**config.mk**
```make
export PLATFORM = sky130hd
export DESIGN_NAME = traffic_light_ctrl
export DESIGN_NICKNAME = d
export VERILOG_FILES = /design/src/rtl/traffic_light_ctrl.sv
export SDC_FILE = /design/constraint.sdc
export NUM_CORES = 1
export LEC_CHECK = 0
export ABC_AREA = 1
export CAP_MARGIN = 20
export CORE_ASPECT_RATIO = 0.75
export CORE_MARGIN = 2
export CORE_UTILIZATION = 40
export DETAILED_ROUTE_END_ITERATION = 10
export GPL_ROUTABILITY_DRIVEN = 0
export PLACE_DENSITY = 0.64
export SLEW_MARGIN = 20
export SYNTH_ARGS = -nofsm -noshare
export SYNTH_HDL_FRONTEND = slang
export SYNTH_SLANG_ARGS = --single-unit
```
**constraint.sdc**
```tcl
create_clock -name clk -period 2.2 [get_ports clk]
set_input_delay 0.22 -clock clk [delete_from_list [all_inputs] [get_ports clk]]
set_output_delay 0.22 -clock clk [all_outputs]
set_load 0.03 [all_outputs]
```
**src/rtl/traffic_light_ctrl.sv**
```systemverilog
// Two-way intersection controller: timed NS/EW phases with all-red clearance,
// a latched pedestrian walk phase and a night flash mode.
module traffic_light_ctrl #(
   parameter int unsigned GREEN_CYCLES  = 8,
   parameter int unsigned YELLOW_CYCLES = 3,
   parameter int unsigned ALLRED_CYCLES = 2,
   parameter int unsigned WALK_CYCLES   = 6,
   parameter int unsigned FLASH_HALF    = 4,
   parameter int unsigned CNT_W         = 8
) (
   input  logic       clk,
   input  logic       reset,
   input  logic       ped_req,
   input  logic       flash_mode,
   output logic [1:0] ns_light,
   output logic [1:0] ew_light,
   output logic       walk,
   output logic       ped_pending,
   output logic [2:0] state_o
);

   typedef enum logic [2:0] {
      st_allred2  = 3'd0,
      st_nsgreen  = 3'd1,
      st_nsyellow = 3'd2,
      st_allred1  = 3'd3,
      st_ewgreen  = 3'd4,
      st_ewyellow = 3'd5,
      st_pedwalk  = 3'd6,
      st_flash    = 3'd7
   } state_e;

   localparam logic [1:0] lt_red    = 2'b00;
   localparam logic [1:0] lt_green  = 2'b01;
   localparam logic [1:0] lt_yellow = 2'b10;
   localparam logic [1:0] lt_off    = 2'b11;

   localparam logic [CNT_W-1:0] green_ld  = CNT_W'(GREEN_CYCLES - 1);
   localparam logic [CNT_W-1:0] yellow_ld = CNT_W'(YELLOW_CYCLES - 1);
   localparam logic [CNT_W-1:0] allred_ld = CNT_W'(ALLRED_CYCLES - 1);
   localparam logic [CNT_W-1:0] walk_ld   = CNT_W'(WALK_CYCLES - 1);
   localparam logic [CNT_W-1:0] flash_ld  = CNT_W'(FLASH_HALF - 1);

   state_e           state_q, state_d;
   logic [CNT_W-1:0] timer_q, timer_d;
   logic             blink_q, blink_d;
   logic             ped_q, ped_d;
   logic             expired;

   assign expired     = (timer_q == '0);
   assign ped_pending = ped_q;
   assign state_o     = state_q;

   always_comb begin
      state_d = state_q;
      timer_d = timer_q - 1'b1;
      blink_d = blink_q;
      ped_d   = ped_q;
      case (state_q)
         st_allred2: begin
            if (expired) begin
               if (flash_mode) begin
                  state_d = st_flash;
                  timer_d = flash_ld;
                  blink_d = 1'b1;
               end else if (ped_q) begin
                  state_d = st_pedwalk;
                  timer_d = walk_ld;
               end else begin
                  state_d = st_nsgreen;
                  timer_d = green_ld;
               end
            end
         end
         st_nsgreen: if (expired) begin
            state_d = st_nsyellow;
            timer_d = yellow_ld;
         end
         st_nsyellow: if (expired) begin
            state_d = st_allred1;
            timer_d = allred_ld;
         end
         st_allred1: begin
            if (expired) begin
               if (flash_mode) begin
                  state_d = st_flash;
                  timer_d = flash_ld;
                  blink_d = 1'b1;
               end else begin
                  state_d = st_ewgreen;
                  timer_d = green_ld;
               end
            end
         end
         st_ewgreen: if (expired) begin
            state_d = st_ewyellow;
            timer_d = yellow_ld;
         end
         st_ewyellow: if (expired) begin
            state_d = st_allred2;
            timer_d = allred_ld;
         end
         st_pedwalk: if (expired) begin
            state_d = st_nsgreen;
            timer_d = green_ld;
         end
         st_flash: begin
            // Timer counts half-periods; leave only after a dark half completes.
            if (expired) begin
               if (!blink_q && !flash_mode) begin
                  state_d = st_allred2;
                  timer_d = allred_ld;
                  blink_d = 1'b1;
               end else begin
                  blink_d = ~blink_q;
                  timer_d = flash_ld;
               end
            end
         end
         default: begin
            state_d = st_allred2;
            timer_d = allred_ld;
            blink_d = 1'b1;
         end
      endcase

      if (state_d == st_pedwalk && state_q != st_pedwalk) begin
         ped_d = 1'b0;
      end else if (state_q != st_pedwalk && ped_req) begin
         ped_d = 1'b1;
      end
   end

   function automatic logic [4:0] decode(input state_e st, input logic blink);
      logic [4:0] r;
      r = {lt_red, lt_red, 1'b0};
      case (st)
         st_nsgreen:  r = {lt_green, lt_red, 1'b0};
         st_nsyellow: r = {lt_yellow, lt_red, 1'b0};
         st_ewgreen:  r = {lt_red, lt_green, 1'b0};
         st_ewyellow: r = {lt_red, lt_yellow, 1'b0};
         st_pedwalk:  r = {lt_red, lt_red, 1'b1};
         st_flash:    r = blink ? {lt_yellow, lt_yellow, 1'b0} : {lt_off, lt_off, 1'b0};
         default:     r = {lt_red, lt_red, 1'b0};
      endcase
      return r;
   endfunction

   // Outputs are decoded from the next state so they change on the same edge.
   always_ff @(posedge clk) begin
      if (reset) begin
         state_q  <= st_allred2;
         timer_q  <= allred_ld;
         blink_q  <= 1'b1;
         ped_q    <= 1'b0;
         ns_light <= lt_red;
         ew_light <= lt_red;
         walk     <= 1'b0;
      end else begin
         state_q  <= state_d;
         timer_q  <= timer_d;
         blink_q  <= blink_d;
         ped_q    <= ped_d;
         {ns_light, ew_light, walk} <= decode(state_d, blink_d);
      end
   end

endmodule
```
## After elaboration in Yosys (flattened, before gate mapping)

Index checks and enable logic that the tools add are counted.

- Logic and storage cells: 65
- Register bits after elaboration: 18
- Output and inout port bits: 9

- Equal/unequal tests: 14
- Multiplexer cells: 31
- Add/sub/neg operators: 1
- Bitwise gates (word level): 1
- Reduce and logical (&&, ||, !) cells: 11

Operator list:

| operator | count |
|---|---|
| two-way mux 8 bit | 6 |
| case mux 8 bit (6 select lines) | 1 |
| two-way mux 3 bit | 13 |
| case mux 5 bit (6 select lines) | 1 |
| == test 3 bit (second input constant) | 8 |
| case mux 3 bit (8 select lines) | 1 |
| == test 3 x 2 -> 1 bit (second input constant) | 3 |
| zero test 8 bit | 1 |
| OR reduction 2 bit | 4 |
| subtractor 8 x 1 -> 8 bit (second input constant) | 1 |
| == test 3 x 1 -> 1 bit (second input constant) | 2 |
| two-way mux 2 bit | 3 |
| two-way mux 1 bit | 4 |
| two-way mux 4 bit | 1 |
| logical AND 1 bit | 3 |
| zero test 3 bit | 1 |
| inequality test 3 bit (second input constant) | 1 |
| zero test 1 bit | 2 |
| case mux 1 bit (2 select lines) | 1 |
| NOT 1 bit | 1 |

## Longest topological paths before layout

Gate-level depths: netlist of run 1.

- Depth after elaboration: 8
- Depth in mapped cells: 13
- Gate-level depth less buffers: 13

## Least setup slack after synthesis of run 1

No wires, ideal clock.

- Path type: reg-to-reg
- Start: register state_q[0], in the netlist state_o[0]
- End: register ew_light[0]
- Stages on the path, launching flop included: 12
- Slack: 0.524 ns
- Arrival time: 1.610 ns
- Library setup time: 0.066 ns
- Data required time: 2.134 ns
- Path through: dfxtp_1 buf_2 nand2_1 nor2_2 nand2_2 nand2_2 clkinv_1 nand2_2 nand2_4 nor2_2 nand2_2 a21oi_2

- Cells in the longest elaborated chain, start to end: 5
- Elaborated cells between the ends (all ways): 28
- Those cells by class: eq/ne (13); mux (13); reduce/logical (2)

Ends and longest elaborated chain:

| what | line | source |
|---|---|---|
| start, declared | 44 | `state_e state_q, state_d;` |
| start signal, assigned | 152 | `state_q <= st_allred2;` |
| start signal, assigned | 160 | `state_q <= state_d;` |
| two-way mux 3 bit (tied with other cells) | 110 | `if (!blink_q && !flash_mode) begin` |
| two-way mux 3 bit / OR reduction 2 bit (equally long branches) | n/a |  |
| case mux 3 bit (8 select lines) / case mux 1 bit (2 select lines) (equally long branches) | 59 | `case (state_q)` |
| == test 3 bit (tied with other cells) | 137 | `case (st)` |
| case mux 5 bit (6 select lines) (*) | 137 |  |
| end signal, assigned | 157 | `ew_light <= lt_red;` |
| end signal, assigned | 164 | `{ns_light, ew_light, walk} <= decode(state_d, blink_d);` |
| end, declared | 16 | `output logic [1:0] ew_light,` |

Mark *: on every way between the ends. The rest lies on a longest branch, timed or not.
A chain may end at the register's enable or synchronous reset.

## Worst setup path in the final report of run 1

- Start: register timer_q[0]
- End: register ns_light[0]

- Cells in the longest elaborated chain, start to end: 5
- Elaborated cells between the ends (all ways): 21
- Those cells by class: eq/ne (6); mux (14); reduce/logical (1)

Ends and longest elaborated chain:

| what | line | source |
|---|---|---|
| start, declared | 45 | `logic [CNT_W-1:0] timer_q, timer_d;` |
| start signal, assigned | 153 | `timer_q <= allred_ld;` |
| start signal, assigned | 161 | `timer_q <= timer_d;` |
| zero test 8 bit (*) | 50 | `assign expired = (timer_q == '0);` |
| two-way mux 3 bit (tied with other cells) | 109 | `if (expired) begin` |
| case mux 3 bit (8 select lines) / case mux 1 bit (2 select lines) (equally long branches) | 59 |  |
| == test 3 bit (tied with other cells) | 137 |  |
| case mux 5 bit (6 select lines) (*) | 137 |  |
| end signal, assigned | 156 | `ns_light <= lt_red;` |
| end signal, assigned | 164 |  |
| end, declared | 15 | `output logic [1:0] ns_light,` |

Marks and branches as above.

==> results of run 1 <==
## power groups by stage
stage | registers (W) | logic, W | clock network [W]
floorplan | 0.000595 | 0.000895 | 0
global placement | 0.000522 | 0.00120 | 0
detailed placement | 0.000523 | 0.00120 | 0
CTS | 0.000517 | 0.00121 | 0.000163
global route | 0.000532 | 0.00135 | 0.000180
finish | 0.000518 | 0.00120 | 0.000155
## placed cells by master (no fill, tap or decap)
cell / count
nand3_1: 9
o311ai_1: 1
o21ai_0: 1
nand2_4: 2
o21ai_2: 2
o21ai_1: 2
o311a_1: 1
inv_2: 4
nand3_2: 1
o211ai_1: 2
a21oi_1: 4
a21oi_2: 2
nor3_1: 3
nand2_1: 31
nand2_2: 8
nand4_1: 2
clkdlybuf4s50_1: 12
clkbuf_4: 3
o21ai_4: 1
nor3b_1: 1
ha_1: 1
nor2_8: 1
xnor2_1: 3
dfxtp_1: 18
nor2_2: 5
nor2_1: 23
nor2_4: 1
xor2_1: 4
clkinv_1: 1
inv_1: 16
## routing by layer
layer	share of wire, %	wire length (um)
met1	49	1070
met4	0.18	4
met2	46	1010
met3	4.1	90
met5	0	0
## how the worst max path moves through the flow
stage	from	endpoint	slack, ns
after CTS	timer_q[0]	ns_light[0]	0.32
after global routing	timer_q[0]	ped_pending	0.14
final	timer_q[0]	ns_light[0]	0.32
after detailed placement	timer_q[0]	ns_light[0]	0.35
after floorplan	state_o[0]	ew_light[0]	0.52
after global placement	timer_q[0]	ns_light[0]	0.43
## flip-flops by register name, summed over array words and instances, names as in the netlist
register / cells
walk: 1
ns_light: 2
timer_q: 8
ew_light: 2
state_o: 3
blink_q: 1
ped_pending: 1
## through the flow
stage	hold WS (ns)	setup slack [ns]
2_1_floorplan	0.424	0.524
3_3_place_gp	0.467	0.426
3_5_place_dp	0.465	0.346
4_1_cts	0.484	0.323
5_1_grt	0.502	0.136
6_report	0.481	0.319
## layout make-up
class	count	area (um^2)
Clock buffer	3	22.5
Fill cell	269	1350
Inverter	21	78.8
Multi-Input combinational cell	111	622
Sequential cell	18	360
Tap cell	36	45.0
Timing Repair Buffer	12	120
## worst max-delay path, delay by kind of cell, from the launching register on
family,cells,cell delay (ns)
AOI/OAI and AO/OA,2,0.27
and+or+nand+nor,7,0.87
adders and majority gates,1,0.22
DFF,1,0.32
buffers and inverters,1,0.07
## kinds of logic (layout without fill, tap and decap cells)
kind of cell | count (synthesis) | in the layout | synth area share [%]
xor+xnor | 7 | 7 | 5.62
fa+ha+maj | 1 | 1 | 1.15
compound gates | 16 | 16 | 11.0
flops | 18 | 18 | 33.0
simple gates | 87 | 87 | 39.2
buf+inv | 25 | 36 | 9.98
==> summary.md, run 1 <==
| Metric | Value |
|---|---|
| Syn Nets | `159` |
| I/O Pins | `13` |
| Antenna Nets Post-Route | `0` |
| Initial antenna violation count | `0` |
| Vias | `959` |
| Gate Count Post-Synth | `154` |
| Worst-margin pin slew | `0.417 ns` |
| GRT overflow | `0` |
| Slowest stage cell, crit path | `dfxtp_1` |
| Leak Pwr | `0.567 nW` |
| Resize count post-CTS | `0` |
| Worst skew pair latency | `0.28 ns` |
| Cell total after placement | `198` |
| Cell Area, Synth | `1090 um^2` |
| Num CTS Buffers | `3` |
| Final setup viols | `0` |
| Vias in the first global route | `904` |
| Netlist cell types | `30` |
| Top_reg_cell synth | `dfxtp_1` |
| Remaining routing DRC violations | `0` |
| Die X | `64.3 um` |
| Status | `complete, no violations` |
| Average size of a mapped cell | `7.08 um^2` |
| Worst Hold End | `timer_q[0]` |
| Port Buf Inserts | `12` |
| Hold_sp | `timer_q[0]` |
| Cell with the most instances after synthesis | `nand2_1` |
| Post-synthesis to final-layout area growth | `14.4%` |
| DRT Pass-1 Iters | `4` |
| #FFs+latches synth | `18` |
| Yosys warns | `0` |
| Worst Path Class, Setup | `reg2reg` |
| Min cycle time layout | `1.88 ns` |
| Area leader, netlist | `dfxtp_1` |
| Number of synthesized flops with an enable pin | `0` |
| CTS Sinks | `18` |
| Global route hottest layer | `met2` |
| Met1 GRT Util | `19.8%` |
| RSZ-0062 raised after global routing | `false` |
| Post-CTS Setup Bufs | `0` |
| Crit Path Max Fanout | `16` |
| Vias/cell | `4.77` |
| Hold Crit Class | `reg2reg` |
| Synth cell count leaders | `31 x nand2_1, 23 x nor2_1, 18 x dfxtp_1` |
| R2R depth | `11` |
| Sw frac | `50.3%` |
| Slowest stage delay, CP | `0.32 ns` |
| Wire length per cell | `10.8 um` |
| Share of power burned in registers | `27.7%` |
| CTS tree | `done` |
| Clk root buf | `clkbuf_4` |
| PwrDens | `1500 nW/um^2` |
| Hold Buf Count CTS | `0` |
| Final core occ | `48.0%` |
| CP Capture Type | `register` |
| First-pass GRT wire length | `3.88 mm` |
| Worst slew margin | `72.1%` |
| Drt total wl | `2.17 mm` |
| GR Util met2 | `25.7%` |
| Seq/Total Area, Yosys | `33.0%` |
| Met3 GRT Util | `5.54%` |
| Dpl hpwl | `1.73 mm` |
| Flop-to-flop setup slack | `0.32 ns` |
| Core area | `2600 um^2` |
| Clk pwr share | `8.3%` |
| Design Area, Final | `1250 um^2` |
| Area contributors post-synth | `dfxtp_1 33%, nand2_1 11%, nor2_1 7.9%` |
| Fmax | `0.532 GHz` |
| Die Y | `49.2 um` |
| Clk buf depth | `2` |
| Worst endpoint required time | `2.36 ns` |
| Terminus of the critical flop-to-flop path | `ns_light[0]` |
| Total track usage | `15.3%` |
| Sw power | `0.000942 W` |
| Layout cells sized above 1 | `18.2%` |
| Die area | `3170 um^2` |
| H-tree depth | `1` |
| Final setup TNS | `0 ns` |
| Reg2reg start | `timer_q[0]` |
| Hold Vio Cnt, Final | `0` |
| Critical path startpoint category | `register` |
| Final Cycle Share | `85.5%` |
| CP Cell Sequence | `inv_1, ha_1, nand2_1, nor2_8, nand3_2, nand2_2, nand2_2, o21ai_4, nor2_2, nand2_2, a21oi_2` |
| Clock transition at path regs | `0.09 ns` |
| Post-synthesis async set-or-reset flop share | `0%` |
| # Max-Cap Violations | `0` |
| Combinational Power Share | `64.0%` |
| Row cnt | `16` |
| Pwr Total | `0.00187 W` |
| Post-DP Area | `1230 um^2` |
| Final Non-Filler Cells | `201` |
| Hold Crit Depth | `1` |
| Starting DRT DRC Count | `39` |
| CP dominant cell by count | `nand2_2` |
| Final #Nets | `172` |
| Initial Utilization | `41.9%` |
| Internal Power | `0.000931 W` |
| Largest net degree at the start of global routing | `17` |
| CP arrival | `2.04 ns` |
| Max-slew violation count | `0` |
| Yosys top cell area share | `33.0%` |
| Maximum vdd drop | `630 uV` |
| Diodes inserted | `0` |
| Final clock skew | `0.00489 ns` |
No activity file was read; power rests on OpenSTA's default activity.
==> run 2, diff against run 1 <==
- CAP_MARGIN: 20 -> 25
==> results of run 2 <==
No change in the layout: final DEF, timing and power equal those of run 1.
==> run 3, diff against run 2 <==
- HOLD_SLACK_MARGIN: unset -> 0.05
==> results of run 3 <==
No change in the layout: final DEF, timing and power equal those of run 1.
